$ cat src/rtl/orv64_pmp_check_arb_pkg.sv
// Shared parameters and types for the orv64 PMP check arbiter.
// orv64_param_pkg holds the sizing constants and requester indices.
// orv64_typedef_pkg holds the address, access, cause, FSM and request types.
package orv64_param_pkg;

    localparam int ORV64_PHY_ADDR_WIDTH = 56;
    localparam int CPU_DATA_BYTES       = 8;

    // Requesters sharing the PMP checker
    localparam int ORV64_PMP_N_REQ   = 3;
    localparam int ORV64_PMP_REQ_IFU = 0;
    localparam int ORV64_PMP_REQ_LSU = 1;
    localparam int ORV64_PMP_REQ_PTW = 2;

endpackage

package orv64_typedef_pkg;

    import orv64_param_pkg::*;

    typedef logic [ORV64_PHY_ADDR_WIDTH-1:0] orv64_paddr_t;
    typedef logic [CPU_DATA_BYTES-1:0]       cpu_byte_mask_t;
    typedef logic [3:0]                      orv64_excp_cause_t;

    typedef enum logic [1:0] {
        ORV64_ACCESS_FETCH = 2'd0,
        ORV64_ACCESS_LOAD  = 2'd1,
        ORV64_ACCESS_STORE = 2'd2
    } orv64_access_type_t;

    // Access-fault causes the PMP checker can report
    localparam orv64_excp_cause_t ORV64_EXCP_CAUSE_INST_ACCESS_FAULT  = 4'd1;
    localparam orv64_excp_cause_t ORV64_EXCP_CAUSE_LOAD_ACCESS_FAULT  = 4'd5;
    localparam orv64_excp_cause_t ORV64_EXCP_CAUSE_STORE_ACCESS_FAULT = 4'd7;

    typedef enum logic [1:0] {
        ORV64_PMP_ARB_IDLE  = 2'd0,
        ORV64_PMP_ARB_CHECK = 2'd1,
        ORV64_PMP_ARB_RESP  = 2'd2
    } orv64_pmp_arb_state_e;

    typedef struct packed {
        orv64_paddr_t       paddr;
        orv64_access_type_t access_type;
        cpu_byte_mask_t     byte_mask;
    } orv64_pmp_chk_req_t;

endpackage

$ cat src/rtl/orv64_rr_arb.sv
// orv64_rr_arb: round-robin one-hot grant among N_REQ requesters.
// The search starts at ptr_i and wraps modulo N_REQ; ptr_i must be < N_REQ.
module orv64_rr_arb #(
    parameter int N_REQ = 3,
    parameter int PTR_W = $clog2(N_REQ)
) (
    input  logic [N_REQ-1:0] valid_i,
    input  logic [PTR_W-1:0] ptr_i,
    output logic [N_REQ-1:0] gnt_o,
    output logic [PTR_W-1:0] gnt_idx_o,
    output logic             gnt_valid_o
);

    // Scan candidates ptr_i, ptr_i+1, ... and grant the first valid one.
    always_comb begin
        logic [PTR_W:0]   cand;
        logic [PTR_W-1:0] cand_idx;
        logic             found;
        // NOTE: every variable gets a default before the loop so no latch is inferred.
        gnt_o     = '0;
        gnt_idx_o = '0;
        cand      = '0;
        cand_idx  = '0;
        found     = 1'b0;
        for (int off = 0; off < N_REQ; off++) begin
            cand = {1'b0, ptr_i} + (PTR_W+1)'(off);
            if (cand >= (PTR_W+1)'(N_REQ)) begin
                cand = cand - (PTR_W+1)'(N_REQ);
            end
            cand_idx = cand[PTR_W-1:0];
            if (!found && valid_i[cand_idx]) begin
                gnt_o[cand_idx] = 1'b1;
                gnt_idx_o       = cand_idx;
                found           = 1'b1;
            end
        end
        gnt_valid_o = found;
    end

endmodule

$ cat src/rtl/orv64_pmp_check_arb.sv
// orv64_pmp_check_arb: shares one combinational PMP checker between the IFU,
// LSU and PTW. A round-robin winner is latched, checked for one cycle, and
// its registered fault result is returned over a one-hot valid/ready channel.
// One check every three cycles at best: IDLE (accept) -> CHECK -> RESP.
// Optional: define ORV64_PMP_ARB_FAULT_CNT_EN to add saturating per-requester
// fault counters on output fault_cnt.
module orv64_pmp_check_arb
    import orv64_param_pkg::*;
    import orv64_typedef_pkg::*;
#(
    parameter int N_REQ = ORV64_PMP_N_REQ,
    parameter int PTR_W = $clog2(N_REQ)
) (
    input  logic                                clk,
    input  logic                                rst,
    input  logic [N_REQ-1:0]                    req_valid,
    output logic [N_REQ-1:0]                    req_ready,
    input  orv64_paddr_t       [N_REQ-1:0]      req_paddr,
    input  orv64_access_type_t [N_REQ-1:0]      req_access_type,
    input  cpu_byte_mask_t     [N_REQ-1:0]      req_byte_mask,
    output logic [N_REQ-1:0]                    resp_valid,
    input  logic [N_REQ-1:0]                    resp_ready,
    output logic                                resp_excp_valid,
    output orv64_excp_cause_t                   resp_excp_cause,
    input  logic                                pmp_cfg_chg,
    input  logic                                kill,
    output logic                                chk_paddr_valid,
    output orv64_paddr_t                        chk_paddr,
    output orv64_access_type_t                  chk_access_type,
    output cpu_byte_mask_t                      chk_byte_mask,
    input  logic                                chk_excp_valid,
    input  orv64_excp_cause_t                   chk_excp_cause
`ifdef ORV64_PMP_ARB_FAULT_CNT_EN
    ,
    output logic [N_REQ-1:0][15:0]              fault_cnt
`endif
);

    orv64_pmp_arb_state_e state_q, state_d;
    logic [PTR_W-1:0]     rr_ptr_q, rr_ptr_d;
    logic [PTR_W-1:0]     gnt_q, gnt_d;
    orv64_pmp_chk_req_t   req_q, req_d;
    logic                 resp_excp_valid_q, resp_excp_valid_d;
    orv64_excp_cause_t    resp_excp_cause_q, resp_excp_cause_d;

    logic [N_REQ-1:0]     arb_gnt;
    logic [PTR_W-1:0]     arb_gnt_idx;
    logic                 arb_gnt_valid;
    logic                 req_open;
    logic                 accept;
    logic                 chk_capture;
    logic                 resp_hsk;

    orv64_rr_arb #(
        .N_REQ (N_REQ),
        .PTR_W (PTR_W)
    ) u_rr_arb (
        .valid_i     (req_valid),
        .ptr_i       (rr_ptr_q),
        .gnt_o       (arb_gnt),
        .gnt_idx_o   (arb_gnt_idx),
        .gnt_valid_o (arb_gnt_valid)
    );

    // Requests are only offered in IDLE, and never while a flush or a PMP
    // CSR write is in progress, so a new check always sees settled CSRs.
    assign req_open    = (state_q == ORV64_PMP_ARB_IDLE) && !kill && !pmp_cfg_chg && !rst;
    assign accept      = req_open && arb_gnt_valid;
    // A CSR change during CHECK discards the result; the next cycle re-checks.
    assign chk_capture = (state_q == ORV64_PMP_ARB_CHECK) && !kill && !pmp_cfg_chg;
    // Only the granted requester's resp_ready completes the response.
    assign resp_hsk    = (state_q == ORV64_PMP_ARB_RESP) && resp_ready[gnt_q];

    // FSM state register.
    always_ff @(posedge clk) begin
        // NOTE: sequential state uses non-blocking assignments; rst is synchronous.
        if (rst) begin
            state_q <= ORV64_PMP_ARB_IDLE;
        end else begin
            state_q <= state_d;
        end
    end

    // FSM next-state logic; kill outranks a CSR change in CHECK.
    always_comb begin
        state_d = state_q;
        unique case (state_q)
            ORV64_PMP_ARB_IDLE: begin
                if (accept) state_d = ORV64_PMP_ARB_CHECK;
            end
            ORV64_PMP_ARB_CHECK: begin
                if (kill)              state_d = ORV64_PMP_ARB_IDLE;
                else if (!pmp_cfg_chg) state_d = ORV64_PMP_ARB_RESP;
            end
            ORV64_PMP_ARB_RESP: begin
                if (kill || resp_hsk) state_d = ORV64_PMP_ARB_IDLE;
            end
            default: state_d = ORV64_PMP_ARB_IDLE;
        endcase
    end

    // FSM outputs: everything except req_ready is a pure function of state.
    always_comb begin
        req_ready       = req_open ? arb_gnt : '0;
        resp_valid      = '0;
        resp_excp_valid = 1'b0;
        resp_excp_cause = '0;
        chk_paddr_valid = 1'b0;
        chk_paddr       = '0;
        chk_access_type = ORV64_ACCESS_FETCH;
        chk_byte_mask   = '0;
        if (state_q == ORV64_PMP_ARB_CHECK) begin
            chk_paddr_valid = 1'b1;
            chk_paddr       = req_q.paddr;
            chk_access_type = req_q.access_type;
            chk_byte_mask   = req_q.byte_mask;
        end
        if (state_q == ORV64_PMP_ARB_RESP) begin
            resp_valid[gnt_q] = 1'b1;
            resp_excp_valid   = resp_excp_valid_q;
            resp_excp_cause   = resp_excp_cause_q;
        end
    end

    // Datapath next state: latch the winner on accept, the result on capture.
    always_comb begin
        rr_ptr_d          = rr_ptr_q;
        gnt_d             = gnt_q;
        req_d             = req_q;
        resp_excp_valid_d = resp_excp_valid_q;
        resp_excp_cause_d = resp_excp_cause_q;
        if (accept) begin
            gnt_d             = arb_gnt_idx;
            rr_ptr_d          = (arb_gnt_idx == PTR_W'(N_REQ - 1)) ? '0 : arb_gnt_idx + 1'b1;
            req_d.paddr       = req_paddr[arb_gnt_idx];
            req_d.access_type = req_access_type[arb_gnt_idx];
            req_d.byte_mask   = req_byte_mask[arb_gnt_idx];
        end
        if (chk_capture) begin
            resp_excp_valid_d = chk_excp_valid;
            resp_excp_cause_d = chk_excp_cause;
        end
    end

    // Datapath registers.
    always_ff @(posedge clk) begin
        if (rst) begin
            rr_ptr_q          <= '0;
            gnt_q             <= '0;
            req_q             <= '0;
            resp_excp_valid_q <= 1'b0;
            resp_excp_cause_q <= '0;
        end else begin
            rr_ptr_q          <= rr_ptr_d;
            gnt_q             <= gnt_d;
            req_q             <= req_d;
            resp_excp_valid_q <= resp_excp_valid_d;
            resp_excp_cause_q <= resp_excp_cause_d;
        end
    end

`ifdef ORV64_PMP_ARB_FAULT_CNT_EN
    logic [N_REQ-1:0][15:0] fault_cnt_q, fault_cnt_d;

    // Count delivered faults per requester, saturating at all-ones.
    always_comb begin
        fault_cnt_d = fault_cnt_q;
        if (resp_hsk && resp_excp_valid_q && (fault_cnt_q[gnt_q] != 16'hFFFF)) begin
            fault_cnt_d[gnt_q] = fault_cnt_q[gnt_q] + 16'd1;
        end
    end

    // Fault counter registers.
    always_ff @(posedge clk) begin
        if (rst) begin
            fault_cnt_q <= '0;
        end else begin
            fault_cnt_q <= fault_cnt_d;
        end
    end

    assign fault_cnt = fault_cnt_q;
`endif

endmodule

$ cat config.mk
export PLATFORM = sky130hd
export DESIGN_NAME = orv64_pmp_check_arb
export DESIGN_NICKNAME = d
export VERILOG_FILES = /design/src/rtl/orv64_pmp_check_arb_pkg.sv /design/src/rtl/orv64_rr_arb.sv /design/src/rtl/orv64_pmp_check_arb.sv
export SDC_FILE = /design/constraint.sdc
export NUM_CORES = 1
export LEC_CHECK = 0
export ABC_AREA = 0
export CAP_MARGIN = 20
export CELL_PAD_IN_SITES_DETAIL_PLACEMENT = 0
export CELL_PAD_IN_SITES_GLOBAL_PLACEMENT = 1
export CORE_ASPECT_RATIO = 1.25
export CORE_UTILIZATION = 29
export DETAILED_ROUTE_END_ITERATION = 10
export PLACE_DENSITY_LB_ADDON = 0.2
export SLEW_MARGIN = 25
export SYNTH_ARGS = -nofsm -noshare
export SYNTH_HDL_FRONTEND = slang
export SYNTH_SLANG_ARGS = --single-unit
$ cat constraint.sdc
create_clock -name clk -period 5.6 [get_ports clk]
set_input_delay 1.12 -clock clk [delete_from_list [all_inputs] [get_ports clk]]
set_output_delay 1.12 -clock clk [all_outputs]
set_load 0.01 [all_outputs]
==> results.sh <==
export IMPL_cts_resized=0
export IMPL_grt_ovfl_total=0
export IMPL_hp_class="reg -> reg"
export IMPL_port_buffers=290
export IMPL_critPathRequiredTime_ps=4480
export IMPL_max_cap_violations=0
export IMPL_root_buffer="clkbuf_16"
export IMPL_h_tree_depth=3
export IMPL_yosysMostFrequentCell="dfxtp_1"
export IMPL_worst_slack_ps=1080
export IMPL_ys_flop_type="dfxtp_1"
export IMPL_yosysTopAreaCellShare_pct=31.9
export IMPL_rsz0062_at_grt="false"
export IMPL_vias=4828
export IMPL_layoutNonFillerInstCount=1031
export IMPL_status="complete, no violations"
export IMPL_dp_cells=1015
export IMPL_use_met3_pct=3.13
export IMPL_grt_pass1_vias=4835
export IMPL_use_met2_pct=36.7
export IMPL_syn_area_mm2=0.00483
export IMPL_drive_gt1_share_pct=7.36
export IMPL_async_flop_share_pct=0
export IMPL_netlist_top_cells_area="dfxtp_1 (32%), mux2i_1 (16%), o221ai_2 (9.3%), and2_1 (9.2%), o221ai_1 (6.9%)"
export IMPL_cts_tree="yes"
export IMPL_final_core_util_pct=50.1
export IMPL_drtAntennaViolNets=0
export IMPL_syn_nets=763
export IMPL_finalSetupViolCount=0
export IMPL_path_clk_slew_ps=60
export IMPL_slew_violations=0
export IMPL_tightest_slew_ps=1050
export IMPL_final_nets=1027
export IMPL_cts_max_path_buffers=2
export IMPL_die_area_mm2=0.0172
export IMPL_fillers=1554
export IMPL_total_power_mw=1.67
export IMPL_cp_slowest_cell="clkdlybuf4s50_1"
export IMPL_cts_sinks=77
export IMPL_row_count=52
export IMPL_clk_latency_ps=330
export IMPL_wl_um=16800
export IMPL_grt_pass1_wl_um=25800
export IMPL_synth_edf_count=0
export IMPL_worstPathArrival_ps=3400
export IMPL_startpoint_type="primary input"
export IMPL_grt_max_degree=69
export IMPL_core_mm2=0.0163
export IMPL_hp_start="resp_excp_cause_q[3]$_SDFFE_PP0P_"
export IMPL_preCtsSetupSlack_ps=1110
export IMPL_die_width_um=117
export IMPL_post_cts_buffers=0
export IMPL_period_share_pct=80.7
export IMPL_slowest_delay_ps=620
export IMPL_synth_common_cells="dfxtp_1 (77), mux2i_1 (76), inv_1 (73)"
export IMPL_syn2layout_area_growth_pct=68.8
export IMPL_holdPathEnd="resp_excp_cause_q[3]$_SDFFE_PP0P_"
export IMPL_min_path_cells=2
export IMPL_reg2reg_setup_slack_ps=2360
export IMPL_drcViolationCount=0
export IMPL_initial_core_util_pct=29.7
export IMPL_crit_type="in -> out"
export IMPL_num_io_pins=291
export IMPL_ys_seq_area_share_pct=31.9
export IMPL_grt_usage_pct=19.1
export IMPL_avgRoutedWirePerCell_um=16.3
export IMPL_synth_warnings=0
export IMPL_synth_area_leader_cell="dfxtp_1"
export IMPL_power_density_mw_per_mm2=205
export IMPL_gr_usage_met1_pct=20.8
export IMPL_crit_top_cell="clkdlybuf4s50_1"
export IMPL_path_cells="clkdlybuf4s50_1, or2_0, or4_4, a211oi_1, clkdlybuf4s50_1"
export IMPL_fp_dieH_um=146
export IMPL_syn_inst=546
export IMPL_avgSynthCellArea_um2=8.84
export IMPL_numCtsBuffers=9
export IMPL_rr_worst_depth=7
export IMPL_gp_congestion=0.788
export IMPL_r2r_end="req_q[8]$_SDFFE_PP0P_"
export IMPL_end_kind="output pin"
export IMPL_dr_first_iter_drc_count=134
export IMPL_dp_hpwl_um=12300
export IMPL_slew_headroom_pct=29.8
export IMPL_hold_viol=0
export IMPL_setup_tns_ps=0
export IMPL_grt_busiest_layer="met2"
export IMPL_irDropWorstVdd_uv=163
export IMPL_dr_pass1_iters=4
export IMPL_synth_distinct_cells=46
export IMPL_worstSetupStartpoint="rst"
export IMPL_diodes=0
export IMPL_ys_ff_latch=77
export IMPL_hold_buffers=0
export IMPL_antenna_found_initial=0
export IMPL_finalCriticalPeriod_ps=4520
export IMPL_via_per_inst=4.68
export IMPL_fmax_mhz=221
export IMPL_regToRegStartpoint="rr_ptr_q[0]$_SDFFE_PP0P_"
export IMPL_crit_fanout=12
export IMPL_leakage_nw=2.97
export IMPL_skew_ps=8.39
sequential cells by signal (all words and copies together), names as in the netlist:
register / cells
gnt_q: 2
req_q: 66
resp_excp_cause_q: 4
resp_excp_valid_q: 1
rr_ptr_q: 2
state_q: 2
layer usage:
layer / wire (µm) / vias to the layer above / share of wire [%]
li1: - / 2418 / -
met1: 6620 / 2228 / 39
met2: 9060 / 165 / 54
met3: 837 / 17 / 5.0
met4: 274 / 0 / 1.6
met5: 0 / - / 0
critical path, delay by kind of cell:
family | cells | cell delay [ps]
AO/OA/AOI/OAI | 1 | 270
buffers and inverters | 2 | 1210
AND/OR/NAND/NOR | 2 | 800
per-stage QoR:
step,hold slack (ps),instance area [µm²]
finish,489,8150
global route,524,8150
CTS,495,8150
detailed placement,479,7830
global placement,467,7830
floorplan,452,4830
layout make-up:
cell class / instances / area (µm²) / area share, %
clock buffer: 11 / 233 / 2.86
sequential: 77 / 1540 / 18.9
timing repair buffer: 294 / 2950 / 36.1
tap: 216 / 270 / 3.32
clock inverter: 5 / 83.8 / 1.03
inverter: 73 / 274 / 3.36
multi-input combinational: 355 / 2800 / 34.4
worst max-delay path by stage:
stage	slack, ps	endpoint
2_1_floorplan	2290	req_ready[0]
3_3_place_gp	1110	req_ready[1]
3_5_place_dp	1110	req_ready[1]
4_1_cts	1090	req_ready[1]
5_1_grt	940	req_ready[1]
6_report	1080	req_ready[1]
cells in the final DEF, fill, tap and decap left out, drive strengths merged, types with 2 or more instances in the layout:
| master | count |
|---|---|
| a21boi | 2 |
| a211oi | 2 |
| nand3b | 7 |
| nor3 | 4 |
| a21oi | 8 |
| clkinvlp | 2 |
| bufinv | 2 |
| o221ai | 68 |
| buf | 4 |
| clkbuf | 11 |
| nor2 | 12 |
| mux2i | 76 |
| clkdlybuf4s50 | 290 |
| inv | 74 |
| nand2b | 3 |
| o22ai | 2 |
| dfxtp | 77 |
| ha | 4 |
| nand2 | 68 |
| nor3b | 3 |
| o21ai | 5 |
| and2 | 71 |
| nor2b | 4 |
cells by family after synthesis:
kind of cell | synth area share (%)
muxes | 16.0
adders and majority gates | 1.04
buffers and inverters | 10.7
DFF | 31.9
and+or+nand+nor | 19.9
AOI/OAI and AO/OA | 20.5
power by group:
part | internal (mW) | switching, mW
clock | 0.392 | 0.234
sequential | 0.592 | 0.0187
combinational | 0.250 | 0.183
(Power assumes the default switching activity.)
